<file path="src/rtl/axi_read_arbiter.sv">
// rtl/axi_read_arbiter.sv - two-master round-robin arbiter for one shared AXI-Lite read channel
// One transaction in flight at a time: IDLE picks an owner, ADDR forwards the address, DATA returns the line.
module axi_read_arbiter #(
  parameter int ADDR_WIDTH = 32,
  parameter int DATA_WIDTH = 128
) (
  input  logic                  clk,
  input  logic                  rst,
  input  logic [ADDR_WIDTH-1:0] m0_readAddr_addr,
  input  logic                  m0_readAddr_valid,
  output logic                  m0_readAddr_ready,
  output logic [DATA_WIDTH-1:0] m0_readData_data,
  output logic                  m0_readData_valid,
  input  logic                  m0_readData_ready,
  input  logic [ADDR_WIDTH-1:0] m1_readAddr_addr,
  input  logic                  m1_readAddr_valid,
  output logic                  m1_readAddr_ready,
  output logic [DATA_WIDTH-1:0] m1_readData_data,
  output logic                  m1_readData_valid,
  input  logic                  m1_readData_ready,
  output logic [ADDR_WIDTH-1:0] s_readAddr_addr,
  output logic                  s_readAddr_valid,
  input  logic                  s_readAddr_ready,
  input  logic [DATA_WIDTH-1:0] s_readData_data,
  input  logic                  s_readData_valid,
  output logic                  s_readData_ready,
  output logic [1:0]            grant
);

  typedef enum logic [1:0] {IDLE, ADDR, DATA} state_t;

  state_t     state, state_d;
  logic [1:0] grant_q, grant_d;
  logic       last_q, last_d;   // 1 = M1 was serviced last

  logic                  sel_m1;
  logic                  sel_addr_valid;
  logic                  sel_data_ready;
  logic [ADDR_WIDTH-1:0] sel_addr;

  assign sel_m1         = grant_q[1];
  assign sel_addr_valid = sel_m1 ? m1_readAddr_valid : m0_readAddr_valid;
  assign sel_data_ready = sel_m1 ? m1_readData_ready : m0_readData_ready;
  assign sel_addr       = sel_m1 ? m1_readAddr_addr  : m0_readAddr_addr;

  assign m0_readData_data = s_readData_data;
  assign m1_readData_data = s_readData_data;
  assign grant            = grant_q;

  always_ff @(posedge clk) begin
    if (rst) begin
      state   <= IDLE;
      grant_q <= 2'b00;
      last_q  <= 1'b1;
    end else begin
      state   <= state_d;
      grant_q <= grant_d;
      last_q  <= last_d;
    end
  end

  always_comb begin
    state_d           = state;
    grant_d           = grant_q;
    last_d            = last_q;
    s_readAddr_valid  = 1'b0;
    s_readAddr_addr   = '0;
    s_readData_ready  = 1'b0;
    m0_readAddr_ready = 1'b0;
    m1_readAddr_ready = 1'b0;
    m0_readData_valid = 1'b0;
    m1_readData_valid = 1'b0;
    case (state)
      IDLE: begin
        if (m0_readAddr_valid || m1_readAddr_valid) begin
          // On a tie the master that was not serviced last wins
          if (m0_readAddr_valid && (!m1_readAddr_valid || last_q))
            grant_d = 2'b01;
          else
            grant_d = 2'b10;
          state_d = ADDR;
        end
      end
      ADDR: begin
        s_readAddr_valid  = sel_addr_valid;
        s_readAddr_addr   = sel_addr;
        m0_readAddr_ready = grant_q[0] & s_readAddr_ready;
        m1_readAddr_ready = grant_q[1] & s_readAddr_ready;
        if (!sel_addr_valid) begin
          // Owner withdrew its request; fairness history is left untouched
          grant_d = 2'b00;
          state_d = IDLE;
        end else if (s_readAddr_ready) begin
          state_d = DATA;
        end
      end
      DATA: begin
        s_readData_ready  = sel_data_ready;
        m0_readData_valid = grant_q[0] & s_readData_valid;
        m1_readData_valid = grant_q[1] & s_readData_valid;
        if (s_readData_valid && sel_data_ready) begin
          last_d  = grant_q[1];
          grant_d = 2'b00;
          state_d = IDLE;
        end
      end
      default: begin
        grant_d = 2'b00;
        state_d = IDLE;
      end
    endcase
  end

endmodule

</file>
<file path="config.mk">
export PLATFORM = sky130hd
export DESIGN_NAME = axi_read_arbiter
export DESIGN_NICKNAME = d
export VERILOG_FILES = /design/src/rtl/axi_read_arbiter.sv
export SDC_FILE = /design/constraint.sdc
export NUM_CORES = 1
export LEC_CHECK = 0
export BUFFER_PORTS_ARGS = -buffer_cell sky130_fd_sc_hd__clkbuf_2
export CAP_MARGIN = 20
export CORE_AREA = 2 2 194 196
export CTS_BUF_LIST = sky130_fd_sc_hd__clkbuf_4 sky130_fd_sc_hd__clkbuf_8 sky130_fd_sc_hd__clkbuf_16
export DETAILED_ROUTE_END_ITERATION = 7
export DIE_AREA = 0 0 196 198
export HOLD_SLACK_MARGIN = 0.05
export PLACE_DENSITY_LB_ADDON = 0.12
export SLEW_MARGIN = 20
export SYNTH_ARGS = -nofsm -noshare
export SYNTH_HDL_FRONTEND = slang
export SYNTH_SLANG_ARGS = --single-unit
</file>
<file path="constraint.sdc">
create_clock -name clk -period 1.1 [get_ports clk]
set_input_delay 0.22 -clock clk [delete_from_list [all_inputs] [get_ports clk]]
set_output_delay 0.22 -clock clk [all_outputs]
set_load 0.05 [all_outputs]
</file>
* Word level (Yosys, flattened, before mapping) *
Cells that the tools add are included.

storage, ports and cells
  output and inout port bits = 296
  bits in latches = 0
  bits in read-only memories = 0
  flip-flop bits (word level) = 5
  memories = 0
  input port bits = 200
  word-level logic and storage cells = 41
  bits in writable memories = 0

cells by class
  div/mod/pow operators = 0
  reductions and logical operators = 9
  shift operators = 0
  multiplexer cells = 19
  bitwise logic cells = 4
  add/sub/neg operators = 0
  magnitude comparators = 0
  multiply operators = 0
  equality and inequality tests = 6

operator list
  cell                  count
  $mux W32              2
  $mux W2               7
  $pmux W2 S3           2
  $mux W1               8
  $ne A2 B2 Y1 const B  3
  $reduce_and A3 Y1     2
  $and A1 B1 Y1         4
  $ne A3 B3 Y1 const B  1
  $eq A2 B1 Y1 const B  1
  $eq A2 B2 Y1 const B  1
  $logic_and A1 B1 Y1   2
  $logic_not A2 Y1      1
  $logic_or A1 B1 Y1    2
  $reduce_and A2 Y1     1
  $logic_not A1 Y1      1

* Longest topological paths before layout *
  depth after elaboration = 6
  gate-level depth with buffers = 6
  depth with buffers taken out = 4

* Worst setup path after synthesis *
OpenSTA, ideal clock, no wires.

  kind = register -> output
  from = register grant_q[1], in the netlist grant[1]
  to = output s_readData_ready
  slack = -1.129 ns
  data required time = 0.880 ns
  arrival time = 2.009 ns
  stages on the path, launching flop included = 3
  path buffers = 0
  cells stage by stage = dfxtp_1 mux2i_1 nor3b_1

between the ends
  word-level cells in the longest chain between the ends = 2

ends and longest elaborated chain
  item                    RTL line  RTL
  start, declared         33        logic [1:0] grant_q, grant_d;
  start signal, assigned  57        grant_q <= grant_d;
  $mux W1                 43        assign sel_data_ready = sel_m1 ? m1_readData_ready : m0_readData_ready;
  $mux W1                 73        case (state)
  end, declared           26        output logic s_readData_ready,

Every way passes these cells.

* Worst setup path in the final report *
  from = register grant_q[1], in the netlist grant[1]
  to = output s_readAddr_addr[28]

between the ends
  word-level cells in the longest chain between the ends = 2

ends and longest elaborated chain
  item           RTL line  RTL
  $mux W32       44        assign sel_addr = sel_m1 ? m1_readAddr_addr : m0_readAddr_addr;
  $mux W32       73
  end, declared  21        output logic [ADDR_WIDTH-1:0] s_readAddr_addr,

Every way passes these cells.

==> key figures <==
Outcome
  • Status: finished, violations left
  • Failing checks: setup timing

Yosys
  • Post-synthesis simple-gate area fraction: 9.96%
  • Post-Synthesis Cell Area: 2780 sq um
  • Post-synthesis cell count: roughly 370
  • Mapped Nets: 571
  • XOR/XNOR share of the synthesized area: 0%
  • Mux cell area share after synthesis: 12.4%
  • Synth cell count leaders: buf_4, nor2_1, mux2i_1
  • Synth cell types: 25
  • Post-synth top area share: roughly 70%
  • Largest family of logic cells by synthesized area: buffers and inverters
  • Post-synth ARST share: 0%
  • Area leader, netlist: buf_4
  • YS warnings: 0
  • Compound-Gate Fraction of Synth Area: about 1.9%
  • Number of flops mapped to enable cells by yosys: 0
  • Most frequent cell after synthesis: buf_4
  • Main area contributors after synthesis: buf_4, mux2i_1, nor2_1
  • Seq/Total Area, Yosys: 3.61%
  • Synth Area in Adders: 0%
  • Synth Area per Inst: approximately 7.5 sq um
  • #FFs+latches synth: 5
  • Main flop type after synthesis: dfxtp_1

Placed design
  • HPWL after DPL: 9620 um
  • Dpl cells: 714
  • PortBufs: 111
  • GP Congestion: 0.711
  • Cell Area, Placed: 2610 sq um

Finish
  • Non-filler cells, final: 724
  • Final core occ: under 10%
  • Nets@finish: 451
  • N_diodes: 0
  • Fill count: between 4000 and 5000
  • Fin area: 3210 sq um
  • Fraction of layout cells with a size suffix above 1: 92.4%
  • Area Growth Syn to Fin: 15.6%

Run
  • Max Cap Viol: 0

Timing
  • Post-route clock period utilization: 149%
  • Max-slew violation count: 0
  • Final hold viol count: 0
  • Unrepaired setup endpoints after global routing: yes
  • Setup ws final: -0.534 ns
  • Slew @ Worst Pin: roughly 0.24 ns
  • Clk_skew: just under 0.0008 ns
  • Setup violators final: 44
  • Worst slew margin: 84.0%
  • Worst Hold Slack: between 0.3 and 0.4 ns
  • Final min period: 1.63 ns
  • Fmax: slightly above 0.6 GHz

Route
  • Routed WL: 10800 um
  • Post-route ant nets: 0
  • Routed vias: 1620
  • Number of DRC markers in iteration 0: 25
  • DRC Markers: 0
  • Post-DR vias/cell: 2.24
  • Drt wl/cell: 14.9 um
  • DR pass1 iterations: 3

Power and ir drop
  • Clock power frac: 20.4%
  • Pwr Total: 3120 uW
  • Worst IR drop on VDD: ~250 uV
  • Static leakage: 0.00113 uW
  • Int Power: 1700 uW
  • Sequential power share: ~7.6%
  • Gate power share: 72.0%
  • Sw Ratio: 45.4%
  • Pwr/cell area: 974 nW/um^2
  • NetSw: approximately 1400 uW

Global route
  • Total Routing Usage GR: 4.93%
  • Initial antenna violation count: 0
  • Pin count of the biggest net entering global routing: 16
  • Global-route wire length before repair: between 10000 and 15000 um
  • Vias in the first global route: roughly 1700
  • Total gr overflow: 0

Clock tree
  • CTS clk-pin slew, worst paths: 0.03 ns
  • Clk Latency, worst-skew pair: between 0.2 and 0.25 ns
  • CTS tree: yes
  • CTS Buffer Depth: 2
  • CTS sink count: 5
  • CTS root buffer: clkbuf_16
  • H-tree levels: 1
  • Post-CTS Hold Buffers: 0
  • Num CTS Buffers: 3

Die
  • Num rows: 71
  • Io pins: 496
  • CORE AREA: 37000 sq um
  • Die Ht: approximately 200 um
  • Die Area: 38800 sq um
  • Die span in x: 196 um
  • Initial core utilization: 7.51%

Worst setup path
  • Worst setup path endpoint: s_readAddr_addr[28]
  • Kind of critical path: reg2out
  • RR Startpoint: grant[1]
  • R2r setup slk: -0.30 ns
  • Reg2reg end: state[1]
  • Critical Path Source: grant[1]
  • Worst-path maximum fanout: 8
  • Critical Path RT: 0.88 ns
  • CP Launch Type: register
  • R2R depth: 7
  • Critical path arrival: around 1.4 ns
  • CP Capture Type: output pin

Hold path
  • Worst min-delay path class: in2reg
[area by class of cell]
cell class	count	area (sq um)	share of cell area (%)
multi-input cells	99	1240	38.6
repair buffers	140	1180	36.7
well taps	474	593	18.5
flip-flops and latches	5	109	3.39
clock buffers	4	82.6	2.57
inverters	2	10.0	0.312
[metal layers]
metal	global-route usage [%]	part of all wire (%)	vias up	routed length, um
met2	8.40	49	249	5270
met1	3.27	24	638	2550
li1	-	-	666	-
met5	0	0	-	0
met4	3.09	5.0	0	535
met3	4.97	23	67	2440
[cells in the final DEF, fill, tap and decap left out]
master	n
buf_2	1
nor2_4	35
inv_1	1
a21oi_1	1
buf_6	9
buf_12	12
dfxtp_4	2
dfxtp_1	2
clkbuf_4	17
clkbuf_8	1
nor3_1	1
dfxtp_2	1
mux2i_2	17
inv_4	1
buf_8	6
mux2i_4	17
and3b_2	1
nor2_1	3
clkbuf_16	7
clkbuf_2	71
a21oi_2	2
o21ai_0	1
nand2b_4	1
nor3_2	3
nor3b_4	1
nand2_2	1
and2_4	2
nand2b_1	2
nor2b_1	1
o221a_2	1
buf_4	20
and3_4	2
o21bai_1	1
nand2_1	3
o21ai_1	3
[per-stage QoR]
| step | setup WS (ns) | setup TNS (ns) |
|---|---|---|
| global route | -0.589 | -21.46 |
| finish | -0.534 | -19.35 |
| global placement | -0.427 | -11.48 |
| floorplan | -0.280 | -10.06 |
| detailed placement | -0.441 | -12.06 |
| CTS | -0.555 | -20.19 |
[worst min path at each step]
stage                         from                    to  cells past startpoint
2_1_floorplan                  rst              state[0]                      1
3_3_place_gp   s_readData_data[54]  m0_readData_data[54]                      0
3_5_place_dp   s_readData_data[54]  m0_readData_data[54]                      0
4_1_cts                        rst              state[0]                      3
5_1_grt                        rst              state[0]                      3
6_report                       rst              state[0]                      3
[power groups by stage]
stage	Clock [uW]	Combinational, uW	Sequential (uW)
floorplan	0	3790	265
global placement	0	1850	243
detailed placement	0	1840	245
CTS	656	2040	246
global route	663	2370	238
finish	639	2250	236
[flip-flops by register name (all words and copies together) (netlist names)]
| name | cells |
|---|---|
| state | 2 |
| grant | 2 |
| last_q | 1 |
[kinds of logic (layout without fill, tap and decap cells)]
group                  after synthesis  after routing
AO/OA/AOI/OAI                        9              9
AND/OR/NAND/NOR                     56             56
flip-flops                           5              5
buffers and inverters              267            146
multiplexers                        34             34
[critical path, cell delays in order, from the launching register on]
cell	delay, ns
dfxtp_4	0.35
buf_12	0.12
buf_12	0.14
mux2i_2	0.29
nor2_4	0.06
clkbuf_4	0.21
[repair_timing]
item,4_1_cts,5_1_grt
endpoints found under the setup margin,45,44
gates cloned,0,2
pin swaps,9,14
buffers inserted,2,5
gates resized for setup,66,50
(Power assumes the default switching activity.)
